[config.mk]
export PLATFORM = sky130hd
export DESIGN_NAME = wb_write_arbiter_flat
export DESIGN_NICKNAME = d
export VERILOG_FILES = /design/src/rtl/wb_pkg.sv /design/src/rtl/wb_write_arbiter_if.sv /design/src/rtl/wb_fifo.sv /design/src/rtl/wb_write_arbiter.sv /design/src/flat_wrapper.sv
export SDC_FILE = /design/constraint.sdc
export NUM_CORES = 1
export LEC_CHECK = 0
export CAP_MARGIN = 30
export CORE_UTILIZATION = 55
export CTS_CLUSTER_SIZE = 8
export DETAILED_ROUTE_END_ITERATION = 6
export PLACE_DENSITY = 0.91
export SYNTH_ARGS = -nofsm -noshare
export SYNTH_HDL_FRONTEND = slang
export SYNTH_SLANG_ARGS = --single-unit
[constraint.sdc]
create_clock -name clk -period 3.7 [get_ports clk]
set_clock_uncertainty 0.2 [all_clocks]
set_input_delay 0.74 -clock clk [delete_from_list [all_inputs] [get_ports clk]]
set_output_delay 0.74 -clock clk [all_outputs]
set_load 0.02 [all_outputs]
[src/rtl/wb_pkg.sv]
// Shared constants and the write-back entry type for the register-file write port.
package wb_pkg;

    localparam int unsigned DATA_W    = 32;
    localparam int unsigned ADDR_W    = 5;
    localparam int unsigned REG_COUNT = 32;

    typedef struct packed {
        logic [ADDR_W-1:0] wn;
        logic [DATA_W-1:0] wd;
    } wb_entry_t;

endpackage

[src/rtl/wb_write_arbiter_if.sv]
// Bus bundle between the pipeline / mul-div producers, the hazard unit and the write arbiter.
interface wb_write_arbiter_if
    import wb_pkg::*;
#(
    parameter int unsigned DEPTH = 4
);

    logic                    wb_we;
    logic [ADDR_W-1:0]       wb_wn;
    logic [DATA_W-1:0]       wb_wd;
    logic                    ll_issue;
    logic [ADDR_W-1:0]       ll_issue_wn;
    logic                    ll_valid;
    logic [ADDR_W-1:0]       ll_wn;
    logic [DATA_W-1:0]       ll_wd;
    logic                    ll_ready;
    logic                    RegWrite;
    logic [ADDR_W-1:0]       WN;
    logic [DATA_W-1:0]       WD;
    logic [ADDR_W-1:0]       RN1;
    logic [ADDR_W-1:0]       RN2;
    logic                    busy1;
    logic                    busy2;
    logic [$clog2(DEPTH):0]  fifo_count;

    modport master (
        output wb_we, wb_wn, wb_wd, ll_issue, ll_issue_wn, ll_valid, ll_wn, ll_wd, RN1, RN2,
        input  ll_ready, RegWrite, WN, WD, busy1, busy2, fifo_count
    );

    modport slave (
        input  wb_we, wb_wn, wb_wd, ll_issue, ll_issue_wn, ll_valid, ll_wn, ll_wd, RN1, RN2,
        output ll_ready, RegWrite, WN, WD, busy1, busy2, fifo_count
    );

endinterface

[src/rtl/wb_fifo.sv]
// Synchronous FIFO of write-back entries; pointers carry an extra wrap bit so that
// full and empty are distinguishable without a separate counter.
module wb_fifo
    import wb_pkg::*;
#(
    parameter int unsigned Depth = 4
) (
    input  logic                    clk,
    input  logic                    rst_n,
    input  logic                    push_i,
    input  wb_entry_t               wdata_i,
    input  logic                    pop_i,
    output wb_entry_t               rdata_o,
    output logic                    full_o,
    output logic                    empty_o,
    output logic [$clog2(Depth):0]  count_o
);

    localparam int unsigned AddrW = $clog2(Depth);
    localparam logic [AddrW:0] DepthCnt = Depth[AddrW:0];

    wb_entry_t        mem_q [Depth];
    logic [AddrW:0]   wptr_q, rptr_q;
    logic             do_push, do_pop;

    assign count_o = wptr_q - rptr_q;
    assign full_o  = (count_o == DepthCnt);
    assign empty_o = (wptr_q == rptr_q);
    assign rdata_o = mem_q[rptr_q[AddrW-1:0]];

    assign do_push = push_i && !full_o;
    assign do_pop  = pop_i && !empty_o;

    always_ff @(posedge clk or negedge rst_n) begin
        if (!rst_n) begin
            wptr_q <= '0;
            rptr_q <= '0;
        end else begin
            if (do_push) wptr_q <= wptr_q + 1'b1;
            if (do_pop)  rptr_q <= rptr_q + 1'b1;
        end
    end

    always_ff @(posedge clk) begin
        if (do_push) mem_q[wptr_q[AddrW-1:0]] <= wdata_i;
    end

endmodule

[src/rtl/wb_write_arbiter.sv]
// Merges pipeline WB writes and buffered mul/div results onto the register-file write port,
// and tracks pending long-latency destinations. Define WB_BYPASS_EN for the empty-FIFO bypass.
module wb_write_arbiter
    import wb_pkg::*;
#(
    parameter int unsigned DEPTH = 4
) (
    input logic              clk,
    input logic              rst_n,
    wb_write_arbiter_if.slave bus
);

    localparam int unsigned CntW = $clog2(DEPTH) + 1;

    wb_entry_t             head, ll_entry;
    logic                  fifo_full, fifo_empty;
    logic [CntW-1:0]       count;
    logic                  wb_eff, ll_fire, bypass, push, pop;
    logic                  clr_en;
    logic [ADDR_W-1:0]     clr_wn;
    logic [REG_COUNT-1:0]  busy_q, busy_d;
    logic                  reg_write_q, reg_write_d;
    logic [ADDR_W-1:0]     wn_q, wn_d;
    logic [DATA_W-1:0]     wd_q, wd_d;

    assign wb_eff   = bus.wb_we && (bus.wb_wn != '0);
    assign ll_fire  = bus.ll_valid && !fifo_full;
    assign ll_entry = '{wn: bus.ll_wn, wd: bus.ll_wd};

`ifdef WB_BYPASS_EN
    assign bypass = ll_fire && fifo_empty && !wb_eff;
`else
    assign bypass = 1'b0;
`endif

    assign push = ll_fire && !bypass;
    // The pipeline never stalls, so the FIFO only drains on idle WB cycles.
    assign pop  = !wb_eff && !fifo_empty;

    wb_fifo #(
        .Depth (DEPTH)
    ) u_fifo (
        .clk     (clk),
        .rst_n   (rst_n),
        .push_i  (push),
        .wdata_i (ll_entry),
        .pop_i   (pop),
        .rdata_o (head),
        .full_o  (fifo_full),
        .empty_o (fifo_empty),
        .count_o (count)
    );

    always_comb begin
        reg_write_d = 1'b0;
        wn_d        = wn_q;
        wd_d        = wd_q;
        clr_en      = 1'b0;
        clr_wn      = head.wn;
        if (wb_eff) begin
            reg_write_d = 1'b1;
            wn_d        = bus.wb_wn;
            wd_d        = bus.wb_wd;
        end else if (pop) begin
            reg_write_d = (head.wn != '0);
            wn_d        = head.wn;
            wd_d        = head.wd;
            clr_en      = 1'b1;
            clr_wn      = head.wn;
        end else if (bypass) begin
            reg_write_d = (bus.ll_wn != '0);
            wn_d        = bus.ll_wn;
            wd_d        = bus.ll_wd;
            clr_en      = 1'b1;
            clr_wn      = bus.ll_wn;
        end
    end

    // Set is applied after clear so a re-issue on the commit cycle keeps the register busy.
    always_comb begin
        busy_d = busy_q;
        if (clr_en) busy_d[clr_wn] = 1'b0;
        if (bus.ll_issue) busy_d[bus.ll_issue_wn] = 1'b1;
        busy_d[0] = 1'b0;
    end

    always_ff @(posedge clk or negedge rst_n) begin
        if (!rst_n) begin
            reg_write_q <= 1'b0;
            wn_q        <= '0;
            wd_q        <= '0;
            busy_q      <= '0;
        end else begin
            reg_write_q <= reg_write_d;
            wn_q        <= wn_d;
            wd_q        <= wd_d;
            busy_q      <= busy_d;
        end
    end

    assign bus.ll_ready   = !fifo_full;
    assign bus.RegWrite   = reg_write_q;
    assign bus.WN         = wn_q;
    assign bus.WD         = wd_q;
    assign bus.busy1      = busy_q[bus.RN1];
    assign bus.busy2      = busy_q[bus.RN2];
    assign bus.fifo_count = count;

endmodule

[src/flat_wrapper.sv]
// flat-port wrapper written by rule: the top's interface ports become plain ports
module wb_write_arbiter_flat import wb_pkg::*;
#(
    parameter int unsigned DEPTH = 4
)
  (clk, rst_n, bus_wb_we, bus_wb_wn, bus_wb_wd, bus_ll_issue, bus_ll_issue_wn, bus_ll_valid, bus_ll_wn, bus_ll_wd, bus_RN1, bus_RN2, bus_ll_ready, bus_RegWrite, bus_WN, bus_WD, bus_busy1, bus_busy2, bus_fifo_count);
  wb_write_arbiter_if #(.DEPTH(DEPTH)) bus_i ();
  input logic clk;
  input logic rst_n;
  input wire logic [$bits(bus_i.wb_we)-1:0] bus_wb_we;
  input wire logic [$bits(bus_i.wb_wn)-1:0] bus_wb_wn;
  input wire logic [$bits(bus_i.wb_wd)-1:0] bus_wb_wd;
  input wire logic [$bits(bus_i.ll_issue)-1:0] bus_ll_issue;
  input wire logic [$bits(bus_i.ll_issue_wn)-1:0] bus_ll_issue_wn;
  input wire logic [$bits(bus_i.ll_valid)-1:0] bus_ll_valid;
  input wire logic [$bits(bus_i.ll_wn)-1:0] bus_ll_wn;
  input wire logic [$bits(bus_i.ll_wd)-1:0] bus_ll_wd;
  input wire logic [$bits(bus_i.RN1)-1:0] bus_RN1;
  input wire logic [$bits(bus_i.RN2)-1:0] bus_RN2;
  output wire logic [$bits(bus_i.ll_ready)-1:0] bus_ll_ready;
  output wire logic [$bits(bus_i.RegWrite)-1:0] bus_RegWrite;
  output wire logic [$bits(bus_i.WN)-1:0] bus_WN;
  output wire logic [$bits(bus_i.WD)-1:0] bus_WD;
  output wire logic [$bits(bus_i.busy1)-1:0] bus_busy1;
  output wire logic [$bits(bus_i.busy2)-1:0] bus_busy2;
  output wire logic [$bits(bus_i.fifo_count)-1:0] bus_fifo_count;
  assign bus_i.wb_we = bus_wb_we;
  assign bus_i.wb_wn = bus_wb_wn;
  assign bus_i.wb_wd = bus_wb_wd;
  assign bus_i.ll_issue = bus_ll_issue;
  assign bus_i.ll_issue_wn = bus_ll_issue_wn;
  assign bus_i.ll_valid = bus_ll_valid;
  assign bus_i.ll_wn = bus_ll_wn;
  assign bus_i.ll_wd = bus_ll_wd;
  assign bus_i.RN1 = bus_RN1;
  assign bus_i.RN2 = bus_RN2;
  assign bus_ll_ready = bus_i.ll_ready;
  assign bus_RegWrite = bus_i.RegWrite;
  assign bus_WN = bus_i.WN;
  assign bus_WD = bus_i.WD;
  assign bus_busy1 = bus_i.busy1;
  assign bus_busy2 = bus_i.busy2;
  assign bus_fifo_count = bus_i.fifo_count;
  wb_write_arbiter #(.DEPTH(DEPTH)) u_core (.clk(clk), .rst_n(rst_n), .bus(bus_i));
endmodule
======== After elaboration in Yosys (flattened, before gate mapping) ========
Memory sizes are Yosys's and may differ from the RTL's.
Index checks and enable logic that the tools add are counted.
storage, ports and cells
  register bits ........................... 75
  bits in latches ......................... 0
  RAM bits ................................ 148
  memory bits (read-only) ................. 0
  output and inout port bits .............. 44
  memories kept ........................... 1
operators by class
  add/sub/neg operators ................... 3
  $mul .................................... 0
  divide/modulo/power cells ............... 0
  order comparisons ....................... 6
  equal/unequal tests ..................... 2
  shift operators ......................... 0
  multiplexer cells ....................... 20
  bitwise gates (word level) .............. 3
  reduce and logical (&&, ||, !) cells .... 13
memory list
  name                 depth  bits a word  read ports  clocked after Yosys merged registers in  write ports  line           text
  u_core.u_fifo.mem_q  4      37           1           0                                        1            wb_fifo.sv:22  wb_entry_t mem_q [Depth];
operators by type and width
  operator             number
  $mux 32              4
  $and 32x32->32       1
  $not 32->32          1
  $or 32x32->32        1
  $lt 5x6->1 const B   4
  $bmux 1 s5           2
  $demux 1 s5          2
  $ge 5x1->1 const B   2
  $mux 1               10
  $mux 5               2
  $reduce_bool 5->1    2
  $logic_and 1x1->1    7
  $add 3x1->3 const B  2
  $eq 3x3->1           1
  $eq 3x3->1 const B   1
  $logic_not 1->1      3
  $sub 3x3->3          1
  $reduce_bool 2->1    1

======== Depth between registers and ports, before layout ========
An unclocked memory read counts as a cell.
  depth in word-level cells ............... 10
  depth in mapped cells ................... 10
  mapped depth without buffers ............ 7

======== Cells and area by module ========
From an unflattened synthesis, not the netlist that was laid out.
unflattened totals
  cell total of the unflattened synthesis .. 622
  area total of the unflattened synthesis .. 9,599.2 um^2
modules (own cells, without submodules)
  module            times used  cells each  area each (um^2)  sequential area each (um^2)
  wb_fifo           1           237         5,798.1           4,594.4
  wb_write_arbiter  1           385         3,801.1           1,726.7

======== Worst setup path before layout ========
No wires, ideal clock.
  path type ............................... register to register
  from .................................... register u_core.u_fifo.wptr_q[0]
  to ...................................... memory u_core.u_fifo.mem_q[3][0] (netlist name), enable pin
  library setup time ...................... 399 ps
  arrival time ............................ 2,716 ps
  slack ................................... 385 ps
  cell stages (with the launch flop) ...... 7
  buffers on the path ..................... 0
  period minus slack after synthesis ...... 3,315 ps
  cells stage by stage .................... dfrtp_1 > inv_1 > ha_1 > fa_1 > xor3_1 > a31oi_1 > and2_1
between the ends
  longest elaborated chain between the ends .. 7
ends and longest elaborated chain
  what                            line                                   text
  start, declared                 wb_fifo.sv:23                          logic [AddrW:0] wptr_q, rptr_q;
  start signal, assigned          wb_fifo.sv:39                          if (do_push) wptr_q <= wptr_q + 1'b1;
  $sub 3x3->3 *                   wb_fifo.sv:26                          assign count_o = wptr_q - rptr_q;
  via bus_fifo_count[2]           flat_wrapper.sv:26                     output wire logic [$bits(bus_i.fifo_count)-1:0] bus_fifo_count;
  $eq 3x3->1 *                    wb_fifo.sv:27                          assign full_o = (count_o == DepthCnt);
  $logic_not 1->1 *               wb_fifo.sv:31, wb_write_arbiter.sv:27
  $logic_and 1x1->1               wb_write_arbiter.sv:27                 assign ll_fire = bus.ll_valid && !fifo_full;
  $logic_and 1x1->1 *             wb_fifo.sv:31                          assign do_push = push_i && !full_o;
  $mux 1 *                        wb_fifo.sv:45                          if (do_push) mem_q[wptr_q[AddrW-1:0]] <= wdata_i;
  $mux 1 (not written as such) *  wb_fifo.sv:45
  end, declared                   wb_fifo.sv:22
The timed path passes the listed nets; every way through them passes the cells marked *.

======== Final worst setup path ========
  from .................................... input port bus_RN1[1]
  to ...................................... output port bus_busy1
between the ends
  longest elaborated chain between the ends .. 2
ends and longest elaborated chain
  what                          line                     text
  start, declared               flat_wrapper.sv:18       input wire logic [$bits(bus_i.RN1)-1:0] bus_RN1;
  $bmux 1 s5                    wb_write_arbiter.sv:105  assign bus.busy1 = busy_q[bus.RN1];
  $mux 1 (not written as such)  wb_write_arbiter.sv:105
  end, declared                 flat_wrapper.sv:24       output wire logic [$bits(bus_i.busy1)-1:0] bus_busy1;
Every way passes these cells. The select of a mux whose other input is x is not followed.

==> results.md <==
* Number of antenna violations at the first check in global routing at 1
* CTS buffer count at 31
* Slew Limit Fails at 0
* CTS max path bufs at 3
* Yosys top cell area share at between 40 and 50%
* Clock transition at path regs at 0.05 ns
* Fin crit share at 98.13%
* Num ports at 138
* Critical path capture point type: primary output
* Pwr Density at 874.3 mW/mm^2
* Sequential area share after synthesis at 65.64%
* Crit path capture: bus_busy1
* Number of synthesized flops with an enable pin at 148
* Final WL at 24.45 mm
* Crit path top cell by count: buf_6
* IO Port Bufs at 137
* # setup viols final at 0
* Post-Syn Area at 0.009629 sq mm
* Fin area at 0.01225 sq mm
* Critical Path Start Type: input port
* RSZ-0062 raised after global routing: true
* Nets at 870
* First-pass GRT wire length at 38.00 mm
* Via count at 6,395
* Area of the multi-input gates at just over 0.003 sq mm
* Total Routing Usage GR at 27.89%
* Yosys cell types at 45
* Pin count of the biggest net entering global routing at between 70 and 80
* DR iter-0 viols at between 600 and 700
* GPL Wtd Cong at 0.9718
* Clk_lat worst skew at 0.52 ns
* Vias in the first global route at 6,627
* Final setup margin at 0.06931 ns
* Die W at between 100 and 150 microns
* Peak VDD IR at approximately 0.62 mV
* Sink Count at 223
* Worst r2r src: u_core.u_fifo.wptr_q[0]$_DFFE_PN0P_
* Largest cells by area after synthesis: edfxtp_1, dfrtp_1, mux4_2, mux2i_1, o21ai_0
* Max Fanout on Critical Path at 6
* Post-synth top area cell: edfxtp_1
* DR pass1 iterations at 5
* Worst slew margin at around two fifths
* Crit path depth at 7
* Ys flop type: edfxtp_1
* Die H at between 100 and 150 microns
* Slew @ Worst Pin at slightly below 0.9 ns
* CP peak stage delay at 0.50 ns
* Critical Path AT at 2.69 ns
* Share of cells above drive strength 1 at about 16%
* Clk Tree Root Cell: clkbuf_16
* Total global routing overflow at 0
* Most frequent cells in the layout: edfxtp_1, clkdlybuf4s50_1, dfrtp_1
* Max Fclk at approximately 0.28 GHz
* CP max stage cell: mux4_2
* Data required, critical path at 2.76 ns
* Htree depth at 1
* Final Power at 10,710 uW
* Leakage at 0.004394 uW
* DP Area at 0.01131 sq mm
* Routed Antenna Nets at 0
* Worst Path Buf+Inv at 3
* Delay-heaviest family, CP: buffers and inverters
* Hold Path Class: flip-flop to flip-flop
* Initial cell density of the core at 56.06%
* Layout area overhead at 27.24%
* Routed wire per std cell at 24.07 microns
* Reg2Reg Depth at 7
* Async set-reset flop share out of synthesis at between 30% and 40%
* MaxCap Viol Count at 0
* Syn_area_per_cell at 15.71 sq um
* Post-Syn Instances at 613
* Register Area at 0.006324 sq mm
* Synth warnings at 0
* CTS tree: built
* Commonest non-fill, non-tap cell in the layout: edfxtp_1
* Reg2Reg Setup Slack at 0.53 ns
* Pre-CTS setup slack at -0.3911 ns
* CP Cell Sequence: clkdlybuf4s50_1, buf_6, mux4_2, nand3_1, nand4_1, or4_4, buf_6
* Placeable Area at 0.01718 sq mm
* Final Hold Fails at 0
* CP startpoint: bus_RN1[1]
* DRC violations left at 0
* Vias per inst at roughly 6.3
* Yosys reg bits at 223
* Syn_nets at 715
* Reg-to-reg endpoint: u_core.u_fifo.mem_q[0][22]$_DFFE_PP_
* Detailed Place HPWL at 14.94 mm
* Minimum clock period at 3.631 ns
* Diodes inserted at 0
* Die area at 0.01804 sq mm
* Cell row count at 48
* Status: complete, no violations
* FILL cells at 1,013
* Crit Path Category: input port to primary output
==> cells in the mapped netlist, drive strengths merged (5+ instances only) <==
library cell,number
a21oi,5
a31oi,6
and2,6
buf,21
clkbuf,18
dfrtp,75
edfxtp,148
ha,7
inv,9
mux2i,38
mux4,51
nand2,48
nand2b,5
nand3,8
nand3b,11
nand4b,5
nor2,26
nor3,8
o21ai,54
o41ai,22
or3b,6
==> layout make-up <==
type | count | area share [%]
timing repair buffer | 161 | 13.35
multi-input combinational | 342 | 25.37
clock buffer | 56 | 7.098
inverter | 9 | 0.2757
tap | 225 | 2.298
sequential | 223 | 51.61
==> layer usage <==
metal / global-route usage [%] / share of wire [%] / vias up
met1: 35.86 / 38 / 3238
met3: 5.745 / 8.1 / 64
met5: 0 / 0.053 / -
met4: 8.739 / 2.6 / 2
li1: - / - / 2719
met2: 47.87 / 51 / 372
==> worst reg2reg max path, delay by kind of cell, from the launching register on <==
kind	cells	cell delay [ns]
AO/OA/AOI/OAI	1	0.47
XOR/XNOR	1	0.25
adder cells (fa/ha/maj)	2	0.62
buffers and inverters	2	0.39
flip-flops	1	0.39
AND/OR/NAND/NOR	1	0.53
==> where the power goes <==
part | switching (uW) | total [uW] | internal (uW)
combinational | 2240 | 4140 | 1900
sequential | 502 | 4040 | 3540
clock | 976 | 2530 | 1550
==> worst min path at each step <==
stage	cells past startpoint	slack, ns	end	from
CTS	1	0.22	u_core.busy_q[13]$_DFF_PN0_	rst_n
global placement	1	0.30	u_core.u_fifo.wptr_q[2]$_DFFE_PN0P_	u_core.u_fifo.wptr_q[2]$_DFFE_PN0P_
detailed placement	2	0.32	u_core.busy_q[12]$_DFF_PN0_	u_core.busy_q[12]$_DFF_PN0_
finish	2	0.34	u_core.busy_q[12]$_DFF_PN0_	u_core.busy_q[12]$_DFF_PN0_
floorplan	0	0.24	u_core.bus.RegWrite$_DFF_PN0_	rst_n
global route	1	0.37	u_core.u_fifo.wptr_q[2]$_DFFE_PN0P_	u_core.u_fifo.wptr_q[2]$_DFFE_PN0P_
==> flip-flops by register name, indices dropped and copies added (netlist names) <==
name and cells:
u_core.u_fifo.mem_q 148, u_core.u_fifo.rptr_q 3, u_core.u_fifo.wptr_q 3, u_core.bus.WN 5, u_core.bus.RegWrite 1, u_core.bus.WD 32
u_core.busy_q 31
==> through the flow <==
| step | instances | utilization [%] | hold slack, ns | setup TNS (ns) |
|---|---|---|---|---|
| 5_1_grt | 1016 | 71.33 | 0.3659 | -0.003855 |
| 6_report | 1016 | 71.33 | 0.3380 | 0 |
| 2_1_floorplan | 613 | - | 0.2444 | 0 |
| 4_1_cts | 1014 | 70.90 | 0.2222 | 0 |
| 3_3_place_gp | 958 | 65.85 | 0.2997 | -0.6774 |
| 3_5_place_dp | 958 | 65.85 | 0.3221 | -0.7667 |
==> kinds of logic after synthesis <==
family          Yosys count  synth area share, %
compound gates           93                6.003
xor+xnor                  6               0.7016
fa+ha+maj                 8                1.117
buf+inv                  48                2.365
flops                   223                65.64
mux                      93                16.39
simple gates            142                7.783
==> repair_timing <==
item,4_1_cts,5_1_grt
endpoints found under the setup margin,2,2
endpoints found under the hold margin,0,12
resized for setup,10,11
hold buffers,0,1
buffers inserted,0,0
pin swaps,0,3
No activity file was read; power rests on OpenSTA's default activity.
